<file path="src/rtl/alu_issue_ctrl.sv">
// ============================================================================
// alu_issue_ctrl: valid/ready front end that decodes MIPS ops, drives the ALU,
// waits a settle time and returns captured result/flags.   Rev 1.0
// ============================================================================
`default_nettype none

module alu_issue_ctrl #(
  parameter int SETTLE_CYCLES = 1,
  parameter int CNT_W         = 16
) (
  input  logic             clk,
  input  logic             reset,
  input  logic             req_valid,
  output logic             req_ready,
  input  logic [5:0]       req_opcode,
  input  logic [5:0]       req_funct,
  input  logic [31:0]      req_a,
  input  logic [31:0]      req_b,
  output logic [2:0]       alu_cmd,
  output logic [31:0]      alu_a,
  output logic [31:0]      alu_b,
  input  logic [31:0]      alu_result,
  input  logic             alu_cout,
  input  logic             alu_flag,
  input  logic             alu_zero,
  output logic             rsp_valid,
  input  logic             rsp_ready,
  output logic [31:0]      rsp_result,
  output logic             rsp_cout,
  output logic             rsp_flag,
  output logic             rsp_zero,
  output logic             rsp_illegal,
  output logic [CNT_W-1:0] op_count
);

  typedef enum logic [1:0] {
    IDLE   = 2'd0,
    SETTLE = 2'd1,
    RESP   = 2'd2
  } state_t;

  localparam logic [3:0] c_settle_load = 4'(SETTLE_CYCLES - 1);

  state_t      r_state;
  state_t      w_next;
  logic [3:0]  r_cnt;
  logic        w_legal;
  logic [2:0]  w_cmd;
  logic        w_accept;
  logic        w_capture;
  logic        w_handshake;

  always_comb begin
    w_legal = 1'b1;
    w_cmd   = 3'b000;
    if (req_opcode == 6'b000000) begin
      case (req_funct)
        6'b100000: w_cmd = 3'b000;
        6'b100010: w_cmd = 3'b001;
        6'b100110: w_cmd = 3'b010;
        6'b101010: w_cmd = 3'b011;
        6'b100100: w_cmd = 3'b100;
        6'b101111: w_cmd = 3'b101;
        6'b100111: w_cmd = 3'b110;
        6'b100101: w_cmd = 3'b111;
        default:   w_legal = 1'b0;
      endcase
    end else begin
      case (req_opcode)
        6'b001000: w_cmd = 3'b000;
        6'b001110: w_cmd = 3'b010;
        6'b001010: w_cmd = 3'b011;
        6'b001100: w_cmd = 3'b100;
        6'b001101: w_cmd = 3'b111;
        default:   w_legal = 1'b0;
      endcase
    end
  end

  always_comb begin
    w_next    = r_state;
    req_ready = 1'b0;
    rsp_valid = 1'b0;
    case (r_state)
      IDLE: begin
        req_ready = 1'b1;
        if (req_valid) w_next = w_legal ? SETTLE : RESP;
      end
      SETTLE: begin
        if (r_cnt == 4'd0) w_next = RESP;
      end
      RESP: begin
        rsp_valid = 1'b1;
        if (rsp_ready) w_next = IDLE;
      end
      default: w_next = IDLE;
    endcase
  end

  assign w_accept    = req_valid && req_ready;
  assign w_capture   = (r_state == SETTLE) && (r_cnt == 4'd0);
  assign w_handshake = rsp_valid && rsp_ready;

  always_ff @(posedge clk) begin
    if (reset) r_state <= IDLE;
    else       r_state <= w_next;
  end

  // Datapath: ALU operand registers, settle counter, response capture, counter.
  always_ff @(posedge clk) begin
    if (reset) begin
      alu_cmd     <= 3'b000;
      alu_a       <= 32'd0;
      alu_b       <= 32'd0;
      r_cnt       <= 4'd0;
      rsp_result  <= 32'd0;
      rsp_cout    <= 1'b0;
      rsp_flag    <= 1'b0;
      rsp_zero    <= 1'b0;
      rsp_illegal <= 1'b0;
      op_count    <= '0;
    end else begin
      if (w_accept) begin
        if (w_legal) begin
          alu_cmd <= w_cmd;
          alu_a   <= req_a;
          alu_b   <= req_b;
          r_cnt   <= c_settle_load;
        end else begin
          rsp_result  <= 32'd0;
          rsp_cout    <= 1'b0;
          rsp_flag    <= 1'b0;
          rsp_zero    <= 1'b0;
          rsp_illegal <= 1'b1;
        end
      end
      if (r_state == SETTLE) begin
        if (w_capture) begin
          rsp_result  <= alu_result;
          rsp_cout    <= alu_cout;
          rsp_flag    <= alu_flag;
          rsp_zero    <= alu_zero;
          rsp_illegal <= 1'b0;
        end else begin
          r_cnt <= r_cnt - 4'd1;
        end
      end
      if (w_handshake) op_count <= op_count + CNT_W'(1);
    end
  end

endmodule

`default_nettype wire

</file>
<file path="config.mk">
export PLATFORM = sky130hd
export DESIGN_NAME = alu_issue_ctrl
export DESIGN_NICKNAME = d
export VERILOG_FILES = /design/src/rtl/alu_issue_ctrl.sv
export SDC_FILE = /design/constraint.sdc
export NUM_CORES = 1
export LEC_CHECK = 0
export ABC_AREA = 1
export CORE_MARGIN = 5
export CORE_UTILIZATION = 34
export DETAILED_ROUTE_END_ITERATION = 10
export PLACE_DENSITY = 0.67
export SYNTH_ARGS = -nofsm -noshare
export SYNTH_HDL_FRONTEND = slang
export SYNTH_SLANG_ARGS = --single-unit
</file>
<file path="constraint.sdc">
create_clock -name clk -period 2.17 [get_ports clk]
set_input_delay 0.217 -clock clk [delete_from_list [all_inputs] [get_ports clk]]
set_output_delay 0.217 -clock clk [all_outputs]
set_load 0.03 [all_outputs]
</file>
* Yosys cells after proc, flatten, opt, wreduce, memory -nomap -nowiden
Index checks and enable logic that the tools add are counted.
Operators by class: muxes and demuxes 37, reductions and logical operators 10, equal/unequal tests 18, add/subtract/negate cells 2
Operators by type and width (count):
- 32-bit 2-to-1 mux | 4
- 6-bit == test, second input constant | 8
- 6-bit by 4-bit == test with 1-bit output, second input constant | 5
- 1-bit 2-to-1 mux | 21
- 3-bit case mux with 7 select lines | 1
- 16-bit by 1-bit adder with 16-bit output, second input constant | 1
- 4-bit 2-to-1 mux | 4
- 3-bit case mux with 4 select lines | 1
- 2-bit 2-to-1 mux | 4
- 8-bit OR reduction | 1
- 6-bit logical NOT | 1
- 2-bit inequality test, second input constant | 3
- 2-bit case mux with 3 select lines | 1
- 5-bit OR reduction | 1
- 4-bit logical NOT | 1
- 4-bit by 1-bit subtractor with 4-bit output, second input constant | 1
- 1-bit logical AND | 3
- 3-bit 2-to-1 mux | 1
- 3-bit AND reduction | 1
- 2-bit by 1-bit == test with 1-bit output, second input constant | 1
- 2-bit == test, second input constant | 1
- 2-bit logical NOT | 1
- 2-bit AND reduction | 1
Storage, ports and cells: bits of input ports 115, output and inout port bits 121, word-level logic and storage cells 78, register bits after elaboration 125

* Depth between registers and ports, before layout
depth in word-level cells 8, mapped depth 12, mapped depth without buffers 11

* Least setup slack after synthesis
No wires, ideal clock.
path kind register -> register, start point register op_count[0], end point register op_count[14], clock period less this slack 1771 ps, data required time 2057 ps, setup time 113 ps, cell stages (with the launch flop) 11, buffers on the path 0, path slack 399 ps, arrival 1657 ps, cell sequence dfxtp_1 ha_1 nand2_1 nor2_1 nand3_1 nor2_1 nand3_1 nor2_1 nand2_1 nand2_1 nor2_1
Between the ends: word-level cells in the longest chain between the ends 1
RTL lines:
- from (decl) | RTL line 33 | output logic [CNT_W-1:0] op_count
- from (signal assigned) | RTL line 148 | if (w_handshake) op_count <= op_count + CNT_W'(1);
- 16-bit by 1-bit adder with 16-bit output | RTL line 148
No other way between the ends. A chain may end at the register's enable or synchronous reset.

* Final worst setup path
start point register r_state[1], end point output port req_ready
Between the ends: word-level cells in the longest chain between the ends 2
RTL lines:
- from (decl) | RTL line 44 | state_t r_state;
- from (signal assigned) | RTL line 106 | else r_state <= w_next;
- 2-bit logical NOT | RTL line 84 | case (r_state)
- 1-bit 2-to-1 mux | RTL line 84
- to (decl) | RTL line 14 | output logic req_ready,
No other way between the ends.

==> run_results.csv <==
group,metric,value,unit
status,outcome,"completed",
grt,antenna_found_initial,0,
routing,vias_per_cell,4.59,
worst_setup_path,slowest_delay,0.73,ns
timing,post-route-min-period,1.93,ns
timing,fmax,517,MHz
worst_hold_path,min_to,"alu_a[15]$_SDFFE_PP0P_",
routing,ant_nets,0,
clocking,htree_levels,4,
synth,ys_ff_latch,125,
power_and_ir_drop,p_per_area,694,nW/um2
synth,ys_top_cells_by_area,"dfxtp_1 (51%), nand2_1 (16%), a21oi_1 (12%)",
finish,diodes,0,
synth,synth_cells,659,
worst_setup_path,ff2ff_path_depth,6,
grt,grt_usage,17.5,%
floorplan,die_area,16900,um2
worst_hold_path,hold_depth,3,
finish,drive_above_1_share,6.63,%
grt,grt_pass1_vias,4841,
timing,rsz0062_at_grt,"false",
synth,yosysWarnings,0,
timing,worstMarginPinSlew,0.801,ns
worst_hold_path,min-delay-path-class,"primary input to flop",
worst_hold_path,hp-start,"req_a[15]",
clocking,path_clk_slew,0.06,ns
timing,final.setup.worst_slack,0.236,ns
timing,holdWs,0.363,ns
place,gp_congestion,0.825,
clocking,cts_tree,"yes",
routing,drt-total-wl,14.9,mm
finish,area_growth,63.9,%
clocking,cts_max_path_buffers,2,
place,hpwl,10.9,mm
floorplan,initial_core_util,35.0,%
power_and_ir_drop,ir_worst_vdd,0.462,mV
job,cap_violations,0,
routing,drt_pre_antenna_iters,4,
place,placed_cell_area,7460,um2
routing,drt-wirelength-per-cell,13.8,um
grt,grt_max_degree,76,
power_and_ir_drop,p_leak,2.94,nW
synth,synth_area,4890,um2
floorplan,fp.dieW,130,um
worst_setup_path,critPathTopFamily,"buffers and inverters",
synth,synth-edff-count,0,
timing,slew_headroom,46.6,%
worst_setup_path,critPathKind,"flop to output port",
clocking,postCtsSetupBuffers,0,
routing,dr.first_iter.drc_count,228,
timing,setup_viol,0,
synth,ys_async_sr_fraction,0,%
floorplan,die_y,130,um
place,place_ws,0.108,ns
timing,fin_skew,0.0111,ns
synth,synth_top_flop_cell,"dfxtp_1",
synth,yosys-top-cells-count,"nand2_1 (214), dfxtp_1 (125), a21oi_1 (120), o21ai_0 (45)",
worst_setup_path,arrival,1.72,ns
place,io_buffers,235,
synth,synth.net_count,777,
synth,synth_most_common_cell,"nand2_1",
grt,grt_pass1_wl,23.4,mm
clocking,cts_buffers,17,
worst_setup_path,worst_path_max_delay_cell,"clkdlybuf4s50_1",
clocking,cts-root-buf,"clkbuf_16",
power_and_ir_drop,p_total,0.00556,W
timing,post-route-period-util,89.1,%
floorplan,rows,43,
floorplan,core_area,14000,um2
synth,post_synth.cell_area_avg,7.43,um2
routing,vias,4983,
clocking,cts_sinks,125,
worst_setup_path,crit_chain,"nor2_1 -> clkdlybuf4s50_1",
synth,seq_area_frac_synth,51.1,%
worst_setup_path,critPathMaxFanout,4,
clocking,clk_latency,0.40,ns
worst_setup_path,start_kind,"flop",
worst_setup_path,r2r-start,"r_cnt[0]$_SDFF_PP0_",
finish,post-route-cell-area,8020,um2
synth,yosysTopAreaCell,"dfxtp_1",
timing,final.setup.tns,0,ns
clocking,hold_buffers,0,
synth,yosys.area.top_type_share,51.1,%
routing,drt_drc_violations_left,0,
timing,finalMaxSlewViolations,0,
worst_setup_path,r2r_slack,0.42,ns
floorplan,pin_count,236,
worst_setup_path,rr_endpoint,"rsp_result[11]$_SDFF_PP0_",
timing,hold_viol,0,
synth,yosys.cell_types.count,29,
finish,nNetsFinal,1010,
clocking,cts_resized,0,
worst_setup_path,critPathRequiredTime,1.95,ns
grt,overflow,0,
worst_setup_path,critPathBufInv,1,
worst_setup_path,cp-end-kind,"output port",
[tightest hold or removal path, cell delays in order]
cell and delay (ns):
clkdlybuf4s50_1 0.39, nand2_1 0.06, a21oi_1 0.05
[worst max-delay path by stage]
stage / depth (start not counted) / endpoint / startpoint / slack [ns]
4_1_cts: 2 / req_ready / r_state[1]$_SDFFE_PP0P_ / 0.19
5_1_grt: 3 / rsp_valid / r_state[1]$_SDFFE_PP0P_ / 0.14
3_5_place_dp: 12 / alu_b[14]$_SDFFE_PP0P_ / req_funct[2] / 0.11
3_3_place_gp: 11 / alu_cmd[0]$_SDFFE_PP0P_ / req_funct[3] / 0.14
2_1_floorplan: 10 / op_count[14]$_SDFFE_PP0P_ / op_count[0]$_SDFFE_PP0P_ / 0.40
6_report: 2 / req_ready / r_state[1]$_SDFFE_PP0P_ / 0.24
[through the flow]
stage,utilization (%),std cells
after floorplan,-,659
after global placement,53.3,1053
after detailed placement,53.3,1053
after CTS,57.3,1085
after global routing,57.3,1085
final,57.3,1085
[flip-flops by register name, summed over array words and instances (netlist names), 2 cells and up]
name / count
r_state: 2
op_count: 16
alu_a: 32
rsp_result: 32
r_cnt: 4
alu_cmd: 3
alu_b: 32
[where the power goes]
group / internal, W / leakage, nW / total (W) / switching [W]
sequential: 0.00233 / 1.01 / 0.00235 / 0.0000192
clock: 0.00166 / 0.272 / 0.00265 / 0.000990
combinational: 0.000298 / 1.66 / 0.000562 / 0.000264
total: 0.00429 / 2.94 / 0.00556 / 0.00127
[metal layers]
metal	wire, um	vias to the layer above	share of wire (%)	global-route usage [%]
li1	-	2606	-	-
met3	1890	13	13	9.21
met1	6260	2177	42	19.8
met4	163	0	1.1	6.30
met2	6630	187	44	28.2
met5	0	-	0	0
[cell families (layout without fill, tap and decap cells)]
kind of cell	Yosys count	after routing	synth area share (%)
compound gates	172	172	17.9
xor+xnor	3	3	0.537
fa+ha+maj	3	3	0.767
buf+inv	74	320	6.39
flops	125	125	51.1
simple gates	282	282	23.2
[layout by cell type (no fill, tap or decap), types with 4 or more instances in the layout]
| cell type | instances |
|---|---|
| clkdlybuf4s50_1 | 234 |
| nand2_1 | 214 |
| dfxtp_1 | 125 |
| a21oi_1 | 120 |
| o21ai_0 | 45 |
| nor2_1 | 35 |
| inv_1 | 35 |
| nand3_1 | 17 |
| clkbuf_16 | 17 |
| buf_4 | 13 |
| nand3_2 | 4 |
| clkinv_2 | 4 |
[area by class of cell]
class,count,area [um2]
fillers,1290,5970
repair buffers,251,2500
flip-flops and latches,125,2500
inverters,37,139
clock buffers,22,474
well taps,180,225
clock inverters,10,90.1
multi-input cells,460,2080
Note: power is estimated with default switching activity, not from simulation.
